`src/rtl/room_sequencer.sv`:
```
// room_sequencer: selects and fades the on-screen room and sequences fade-out/swap/fade-in room transitions
module room_sequencer #(
    parameter int GRID_W     = 3,
    parameter int GRID_H     = 3,
    parameter int START_ROOM = 4,
    parameter int EDGE_N     = 40,
    parameter int EDGE_S     = 440,
    parameter int EDGE_W     = 40,
    parameter int EDGE_E     = 600,
    parameter int SPAWN_N    = 48,
    parameter int SPAWN_S    = 400,
    parameter int SPAWN_W    = 48,
    parameter int SPAWN_E    = 592
) (
    input  logic                                 clk_vga,
    input  logic                                 rst,
    input  logic [9:0]                           CurrentX,
    input  logic [8:0]                           CurrentY,
    input  logic [9:0]                           PlayerX,
    input  logic [8:0]                           PlayerY,
    input  logic [4*GRID_W*GRID_H-1:0]           exits,
    input  logic [8*GRID_W*GRID_H-1:0]           room_data,
    output logic [7:0]                           mapData,
    output logic [$clog2(GRID_W*GRID_H)-1:0]     room_idx,
    output logic                                 busy,
    output logic                                 teleport,
    output logic [9:0]                           tp_x,
    output logic [8:0]                           tp_y
);
    localparam int NR = GRID_W * GRID_H;
    localparam int IW = $clog2(NR);
    localparam logic [8:0] EN = 9'(EDGE_N);
    localparam logic [8:0] ES = 9'(EDGE_S);
    localparam logic [9:0] EW = 10'(EDGE_W);
    localparam logic [9:0] EE = 10'(EDGE_E);
    localparam logic [8:0] SN = 9'(SPAWN_N);
    localparam logic [8:0] SS = 9'(SPAWN_S);
    localparam logic [9:0] SW = 10'(SPAWN_W);
    localparam logic [9:0] SE = 10'(SPAWN_E);
    localparam logic [IW-1:0] ROW_STEP = IW'(GRID_W);
    localparam logic [IW-1:0] START = IW'(START_ROOM);

    typedef enum logic [1:0] {PLAY, FADE_OUT, SWAP, FADE_IN} state_t;
    typedef enum logic [2:0] {D_NONE, D_N, D_S, D_W, D_E} dir_t;

    state_t state, state_n;
    dir_t dir, dir_n, req;
    logic [2:0] level, level_n;
    logic origin_q, origin_d, frame_start;
    logic [3:0] exit_tab [NR];
    logic [7:0] pix_tab [NR];
    logic [3:0] open_ex;
    logic [7:0] pix, faded;
    logic [IW-1:0] next_room;
    logic [9:0] spawn_x;
    logic [8:0] spawn_y;

    // Per-room exit bits are masked by the room's fixed grid position, so no runtime divide is needed
    for (genvar r = 0; r < NR; r++) begin : g_room
        localparam int ROW = r / GRID_W;
        localparam int COL = r % GRID_W;
        assign exit_tab[r] = exits[4*r +: 4] & {COL < GRID_W-1, COL > 0, ROW < GRID_H-1, ROW > 0};
        assign pix_tab[r] = room_data[8*r +: 8];
    end

    assign open_ex = exit_tab[room_idx];
    assign pix = pix_tab[room_idx];
    assign frame_start = origin_q & ~origin_d;
    assign req = (open_ex[0] && PlayerY < EN) ? D_N :
                 (open_ex[1] && PlayerY >= ES) ? D_S :
                 (open_ex[2] && PlayerX < EW) ? D_W :
                 (open_ex[3] && PlayerX >= EE) ? D_E : D_NONE;
    assign next_room = dir == D_N ? room_idx - ROW_STEP :
                       dir == D_S ? room_idx + ROW_STEP :
                       dir == D_W ? room_idx - IW'(1) :
                       dir == D_E ? room_idx + IW'(1) : room_idx;
    assign spawn_x = dir == D_W ? SE : dir == D_E ? SW : PlayerX;
    assign spawn_y = dir == D_N ? SS : dir == D_S ? SN : PlayerY;
    assign faded = level[2] ? 8'h00 : {pix[7:5] >> level[1:0], pix[4:2] >> level[1:0], pix[1:0] >> level[1:0]};

    // Registered origin compare plus its delayed copy give one frame_start pulse per frame
    always_ff @(posedge clk_vga or posedge rst) begin
        if (rst) begin
            origin_q <= 1'b0;
            origin_d <= 1'b0;
        end else begin
            origin_q <= (CurrentX == 10'd0) && (CurrentY == 9'd0);
            origin_d <= origin_q;
        end
    end

    // Transition state register
    always_ff @(posedge clk_vga or posedge rst) begin
        if (rst) begin
            state <= PLAY;
            level <= 3'd0;
            dir   <= D_NONE;
        end else begin
            state <= state_n;
            level <= level_n;
            dir   <= dir_n;
        end
    end

    // Frame-paced transition sequencing; only SWAP advances without a frame_start
    always_comb begin
        state_n = state;
        level_n = level;
        dir_n   = dir;
        case (state)
            PLAY: if (frame_start && req != D_NONE) begin
                state_n = FADE_OUT;
                level_n = 3'd1;
                dir_n   = req;
            end
            FADE_OUT: if (frame_start) begin
                level_n = level + 3'd1;
                state_n = level == 3'd3 ? SWAP : FADE_OUT;
            end
            SWAP: state_n = FADE_IN;
            FADE_IN: if (frame_start) begin
                level_n = level - 3'd1;
                state_n = level == 3'd1 ? PLAY : FADE_IN;
                dir_n   = level == 3'd1 ? D_NONE : dir;
            end
            default: state_n = PLAY;
        endcase
    end

    // Room swap, teleport pulse, busy flag and the faded pixel output
    always_ff @(posedge clk_vga or posedge rst) begin
        if (rst) begin
            room_idx <= START;
            teleport <= 1'b0;
            tp_x     <= 10'd0;
            tp_y     <= 9'd0;
            busy     <= 1'b0;
            mapData  <= 8'h00;
        end else begin
            busy     <= state != PLAY;
            teleport <= state == SWAP;
            room_idx <= state == SWAP ? next_room : room_idx;
            tp_x     <= state == SWAP ? spawn_x : tp_x;
            tp_y     <= state == SWAP ? spawn_y : tp_y;
            mapData  <= faded;
        end
    end
endmodule

```
`config.mk`:
```
export PLATFORM = sky130hd
export DESIGN_NAME = room_sequencer
export DESIGN_NICKNAME = d
export VERILOG_FILES = /design/src/rtl/room_sequencer.sv
export SDC_FILE = /design/constraint.sdc
export NUM_CORES = 1
export LEC_CHECK = 0
export BUFFER_PORTS_ARGS = -buffer_cell sky130_fd_sc_hd__buf_2
export CAP_MARGIN = 20
export CORE_ASPECT_RATIO = 0.6
export CORE_MARGIN = 1.5
export CORE_UTILIZATION = 44
export CTS_CLUSTER_SIZE = 30
export DETAILED_ROUTE_END_ITERATION = 8
export HOLD_SLACK_MARGIN = 0.15
export PLACE_DENSITY = 0.82
export SETUP_SLACK_MARGIN = 0.5
export SYNTH_ARGS = -nofsm -noshare
export SYNTH_HDL_FRONTEND = slang
export SYNTH_SLANG_ARGS = --single-unit
```
`constraint.sdc`:
```
create_clock -name clk_vga -period 2.1 [get_ports clk_vga]
set_input_delay 0.42 -clock clk_vga [delete_from_list [all_inputs] [get_ports clk_vga]]
set_output_delay 0.42 -clock clk_vga [all_outputs]
set_load 0.02 [all_outputs]
```
**Word level (Yosys, flattened, before mapping)**

Cells that the tools add are included.

- Bits in registers: 43
- Logic and storage cells: 92
- Output and inout port bits: 33
- Bits of input ports: 148

- Equality and inequality tests: 13
- Shift operators: 3
- Muxes and demuxes: 33
- Reduce and logical (&&, ||, !) cells: 18
- Magnitude comparators: 5
- Bitwise logic cells: 3
- $add $sub $neg: 6

Operators with widths:

| cell | number |
|---|---|
| $bmux 8 s4 | 1 |
| $mux 3 | 10 |
| $mux 4 | 6 |
| $mux 8 | 3 |
| $mux 10 | 2 |
| $mux 9 | 2 |
| $bmux 4 s4 | 1 |
| $ge 10x10->1 const B | 1 |
| $logic_not 10->1 | 1 |
| $lt 10x6->1 const B | 1 |
| $mux 2 | 5 |
| $eq 3x2->1 const B | 3 |
| $ge 9x9->1 const B | 1 |
| $logic_not 9->1 | 1 |
| $lt 9x6->1 const B | 1 |
| $pmux 3 s3 | 1 |
| $ne 2x2->1 const B | 4 |
| $pmux 2 s4 | 1 |
| $reduce_and 4->1 | 2 |
| $eq 3x1->1 const B | 2 |
| $logic_and 1x1->1 | 6 |
| $pmux 3 s2 | 1 |
| $reduce_bool 3->1 | 2 |
| $shr 3x2->3 | 2 |
| 19 further kinds | 21 |

**Depth between registers and ports, before layout**

- Depth in word-level cells: 13
- Depth in mapped cells: 9
- Depth with buffers taken out: 8

**Least setup slack after synthesis**

No wires, ideal clock.

- Path kind: register -> register
- Start point: register room_idx[0]
- End point: register mapData[5]
- Library setup time: 0.119 ns
- Arrival: 1.952 ns
- Data required time: 1.981 ns
- Cell stages (with the launch flop): 9
- Path slack: 0.029 ns
- Buffers on the path: 2
- Period minus slack after synthesis: 2.071 ns
- Cell sequence: dfrtp_1 -> buf_6 -> buf_8 -> mux4_2 -> nand2_1 -> a21oi_1 -> a2111oi_0 -> nor2_1 -> o21a_1

- Cells in the longest elaborated chain, start to end: 6

Ends and longest elaborated chain:

| element | RTL line | text |
|---|---|---|
| start: declaration | 24 | `output logic [$clog2(GRID_W*GRID_H)-1:0] room_idx,` |
| start signal: assignment | 142 | `room_idx <= state == SWAP ? next_room : room_idx;` |
| $not 4->5 (implied by the code) | 67 | `assign pix = pix_tab[room_idx];` |
| $bmux 8 s4 | 67 |  |
| $mux 8 (implied by the code) (2 in a row) | 67 |  |
| $shr 3x2->3 | 79 | `assign faded = level[2] ? 8'h00 : {pix[7:5] >> level[1:0], pix[4:2] >> level[1:0], pix[1:0] >> level[1:0]};` |
| $mux 8 | 79 |  |
| via faded[5] | 53 | `logic [7:0] pix, faded;` |
| end signal: assignment | 138 | `mapData <= 8'h00;` |
| end signal: assignment | 145 | `mapData <= faded;` |
| end: declaration | 23 | `output logic [7:0] mapData,` |

The timed path passes the listed nets, and every way through them passes these cells. The select of a mux whose other input is x is not followed.
A chain may end at the register's enable or synchronous reset.

**Final worst setup path**

- Start point: register room_idx[0]
- End point: register level[1]

- Cells in the longest elaborated chain, start to end: 13
- Elaborated cells between the ends (all ways): 16
- Those cells by class: eq/ne: 1; mux: 7; bitwise: 1; reduce/logical: 7

Ends and longest elaborated chain:

| element | RTL line | text |
|---|---|---|
| $not 4->5 (implied by the code) * | 66 | `assign open_ex = exit_tab[room_idx];` |
| $bmux 4 s4 * | 66 |  |
| $mux 4 (implied by the code) * (2 in a row) | 66 |  |
| $logic_and 1x1->1 | 72 | `(open_ex[3] && PlayerX >= EE) ? D_E : D_NONE;` |
| $mux 3 | 72 |  |
| $mux 3 | 71 | `(open_ex[2] && PlayerX < EW) ? D_W :` |
| $mux 3 | 70 | `(open_ex[1] && PlayerY >= ES) ? D_S :` |
| $mux 3 * | 69 | `assign req = (open_ex[0] && PlayerY < EN) ? D_N :` |
| $reduce_bool 3->1 * | 111 | `PLAY: if (frame_start && req != D_NONE) begin` |
| $logic_and 1x1->1 * | 111 |  |
| $ne 2x2->1 (no line) * | - |  |
| $reduce_and 4->1 (no line) * | - |  |
| end signal: assignment | 100 | `level <= level_n;` |
| end: declaration | 48 | `logic [2:0] level, level_n;` |

Every way passes the cells marked *; elsewhere a longest branch is shown, timed or not. The select of a mux whose other input is x is not followed.

==> flow_metrics.py <==
metrics = {
    "run_status": {
        "status": "complete, no violations",
    },
    "synthesis": {
        "ys_warn_count": 0,
        "synthDistinctLibCells": 64,
        "synthArstFlopShare_pct": 100,
        "synth_flop_cell": "dfrtp_1",
        "syn_nets": 442,
        "synth_largest_area_cell": "dfrtp_1",
        "synth_cells": 287,
        "ys_seq_area_share_pct": 36.4,
        "synth_area_sq_um": 2960,
        "synth_seq_cells": 43,
        "synth_edf_count": 0,
        "synth_top_area_share_pct": 35.5,
        "synth.avg_cell_area_sq_um": 10.3,
        "synthTopCellsByArea": "dfrtp_1, mux4_2, mux4_1, nand2_1, a21oi_1",
    },
    "grt": {
        "grt_max_degree": 24,
        "grt_antenna_before_repair": 0,
        "first_global_vias": 2908,
        "gr-total-overflow": 0,
        "grt_pass1_wl_um": 14400,
        "track_usage_pct": 26.3,
    },
    "detailed_routing": {
        "drt-initial-drc-count": 192,
        "wire_per_inst_um": 17.8,
        "drtPass1Iterations": 4,
        "drc": 0,
        "num_vias": 3229,
        "via_per_inst": 5.74,
        "wl_um": 10000,
        "detail-route-antenna-nets": 0,
    },
    "timing": {
        "tns_ps": 0,
        "period_minus_slack_ps": 2050,
        "max_freq_mhz": 487,
        "setup_ws_ps": 45.4,
        "worst_pin_slew_ps": 492,
        "final-max-slew-violation-count": 0,
        "finalClockSkew_ps": 10.3,
        "slew-limit-headroom_pct": 67.1,
        "finalHoldViolCount": 0,
        "setup_viol": 0,
        "grt_setup_unrepaired": "true",
        "timing.final.crit_share_pct": 97.8,
    },
    "floorplan": {
        "die_x_um": 109,
        "dieArea_sq_um": 7250,
        "io_pins": 181,
        "start_util_pct": 47.0,
        "core_area_sq_um": 6300,
        "rows": 22,
        "die_h_um": 66.5,
    },
    "place": {
        "routabilityCongestion": 0.930,
        "placement.io_buffers": 168,
        "place_hpwl_um": 7240,
        "pre_cts_slack_ps": 5.97,
    },
    "worst_setup_path": {
        "cp.arrival_ps": 2270,
        "crit_family": "compound AO/OA/AOI/OAI gates",
        "cpPeakStageDelay_ps": 520,
        "crit_required_ps": 2310,
        "cp_slowest_cell": "mux4_2",
        "crit_chain": "mux4_2 -> o211ai_1 -> nor2b_4 -> a31oi_1 -> o31ai_2",
        "crit_buf_inv": 0,
        "crit_fanout": 4,
        "cp-end-kind": "register",
        "worstSetupStartpointType": "register",
        "path_class": "register to register",
    },
    "cells_and_area": {
        "drive_gt1_share_pct": 55.5,
        "final_nets": 633,
        "antenna_cells": 0,
        "synthToLayoutAreaGrowth_pct": 48.6,
        "fin_util_pct": 69.8,
        "fillers": 443,
    },
    "pwr": {
        "irDropWorstVdd_v": 0.000376,
        "finalPower_mw": 1.67,
        "power.density_nw_per_um2": 380,
        "leakagePower_nw": 2.18,
    },
    "clock_network": {
        "cts_made_buffers": 5,
        "cts_sinks": 43,
        "clkTransAtPathRegs_ps": 80,
        "htreeDepth": 2,
        "cts_root_buf": "clkbuf_8",
        "clock_path_buffers": 2,
        "cts_tree": "yes",
        "clk_latency_ps": 300,
    },
    "flow_run": {
        "maxCapViolCount": 0,
    },
    "hold_path": {
        "hold_class": "input port to register",
    },
}
-- layer usage --
layer	routed length [um]	part of all wire [%]	global-route usage, %
met4	129	1.3	4.44
met1	4320	43	38.2
met3	724	7.2	4.21
met5	0	0	0
met2	4870	48	42.0
-- state kept, by name, indices dropped and copies added, names as in the netlist --
signal,count
room_idx,4
teleport,1
tp_x,10
mapData,8
dir,3
origin_q,1
busy,1
origin_d,1
state,2
level,3
tp_y,9
-- where the power goes --
part | switching (mW) | total (mW) | internal [mW] | leakage [nW]
Sequential | 0.00241 | 0.831 | 0.829 | 0.516
Combinational | 0.112 | 0.256 | 0.144 | 1.61
Clock | 0.284 | 0.583 | 0.299 | 0.0505
-- repair_timing --
| item | 4_1_cts | 5_1_grt |
|---|---|---|
| setup endpoints to repair | 17 | 30 |
| endpoints found under the hold margin | 11 | 0 |
| pin swaps | 6 | 12 |
| hold buffers | 1 | 0 |
| buffers inserted | 10 | 5 |
| gates resized for setup | 23 | 22 |
| gates cloned | 1 | 0 |
-- worst register-to-register path: stages (launching register included) --
cell	delay (ps)
dfrtp_2	440
mux4_2	520
o211ai_1	330
nor2b_4	270
a31oi_1	160
o31ai_2	250
-- cells by family (layout without fill, tap and decap cells) --
family	count (synthesis)	count (layout)	share of synthesized area, %
muxes	26	26	16.9
AOI/OAI and AO/OA	81	81	19.6
and+or+nand+nor	90	90	15.9
buffers and inverters	33	225	5.88
adders and majority gates	7	7	3.21
xor gates and xnor gates	7	7	2.07
DFF	43	43	36.4
-- cell usage in the layout, fill, tap and decap left out, types with 3 or more instances in the layout --
| master | count |
|---|---|
| dfrtp_2 | 3 |
| nand2_1 | 31 |
| nor2_1 | 20 |
| buf_6 | 7 |
| nor4_1 | 8 |
| buf_4 | 28 |
| clkbuf_8 | 7 |
| a22o_1 | 11 |
| mux4_2 | 15 |
| a21o_1 | 3 |
| o31ai_1 | 5 |
| ha_1 | 5 |
| inv_1 | 9 |
| a21oi_2 | 5 |
| dfrtp_1 | 39 |
| xnor2_1 | 4 |
| o21ai_1 | 4 |
| a2111oi_2 | 3 |
| mux2i_1 | 7 |
| nand2b_1 | 3 |
| o21ai_0 | 7 |
| nand4_1 | 3 |
| o211ai_1 | 3 |
| buf_2 | 166 |
| a21oi_1 | 17 |
-- metrics by stage --
stage	hold slack (ps)	instance area, sq um	std cells
after floorplan	368	3020	287
after global placement	391	3970	538
after detailed placement	387	3970	538
after CTS	291	4270	558
after global routing	290	4400	563
final	286	4400	563
-- cell type report --
| class | count | area [sq um] | share of cell area (%) |
|---|---|---|---|
| clock inverters | 1 | 7.51 | 0.171 |
| flip-flops and latches | 43 | 1080 | 24.6 |
| clock buffers | 7 | 96.3 | 2.19 |
| repair buffers | 204 | 1180 | 26.8 |
| inverters | 13 | 57.6 | 1.31 |
| well taps | 84 | 105 | 2.39 |
| multi-input cells | 211 | 1880 | 42.6 |
-- worst paths after layout --
path	start	end	slack, ps	depth (start not counted)
worst min register to register	origin_q	origin_d	400	0
worst max-delay path	room_idx[0]	level[1]	50	5
min in group asynchronous	rst	mapData[5]	680	3
max in group asynchronous	rst	origin_q	860	4
worst max register to register	room_idx[0]	level[1]	50	5
worst min-delay path	CurrentY[6]	origin_q	290	2
-- synth_stat cells (2+ instances only) --
cell type	count
a221oi_1	3
clkbuf_1	10
buf_8	2
nor2_1	22
o31ai_1	7
nor2b_1	3
mux4_2	11
a211oi_1	2
nor3_1	2
xnor2_1	5
nand3_1	2
buf_6	2
a31oi_1	2
dfrtp_1	42
nand4_1	3
inv_1	13
and2b_1	2
nand2b_1	4
o21ai_1	2
nor4_1	8
o211ai_1	3
a21o_1	3
buf_2	4
mux4_1	6
xor2_1	2
ha_1	6
nand2_1	31
a22o_1	11
a2111oi_0	4
a21oi_1	22
o21ai_0	9
mux2i_1	7
(Power assumes the default switching activity.)
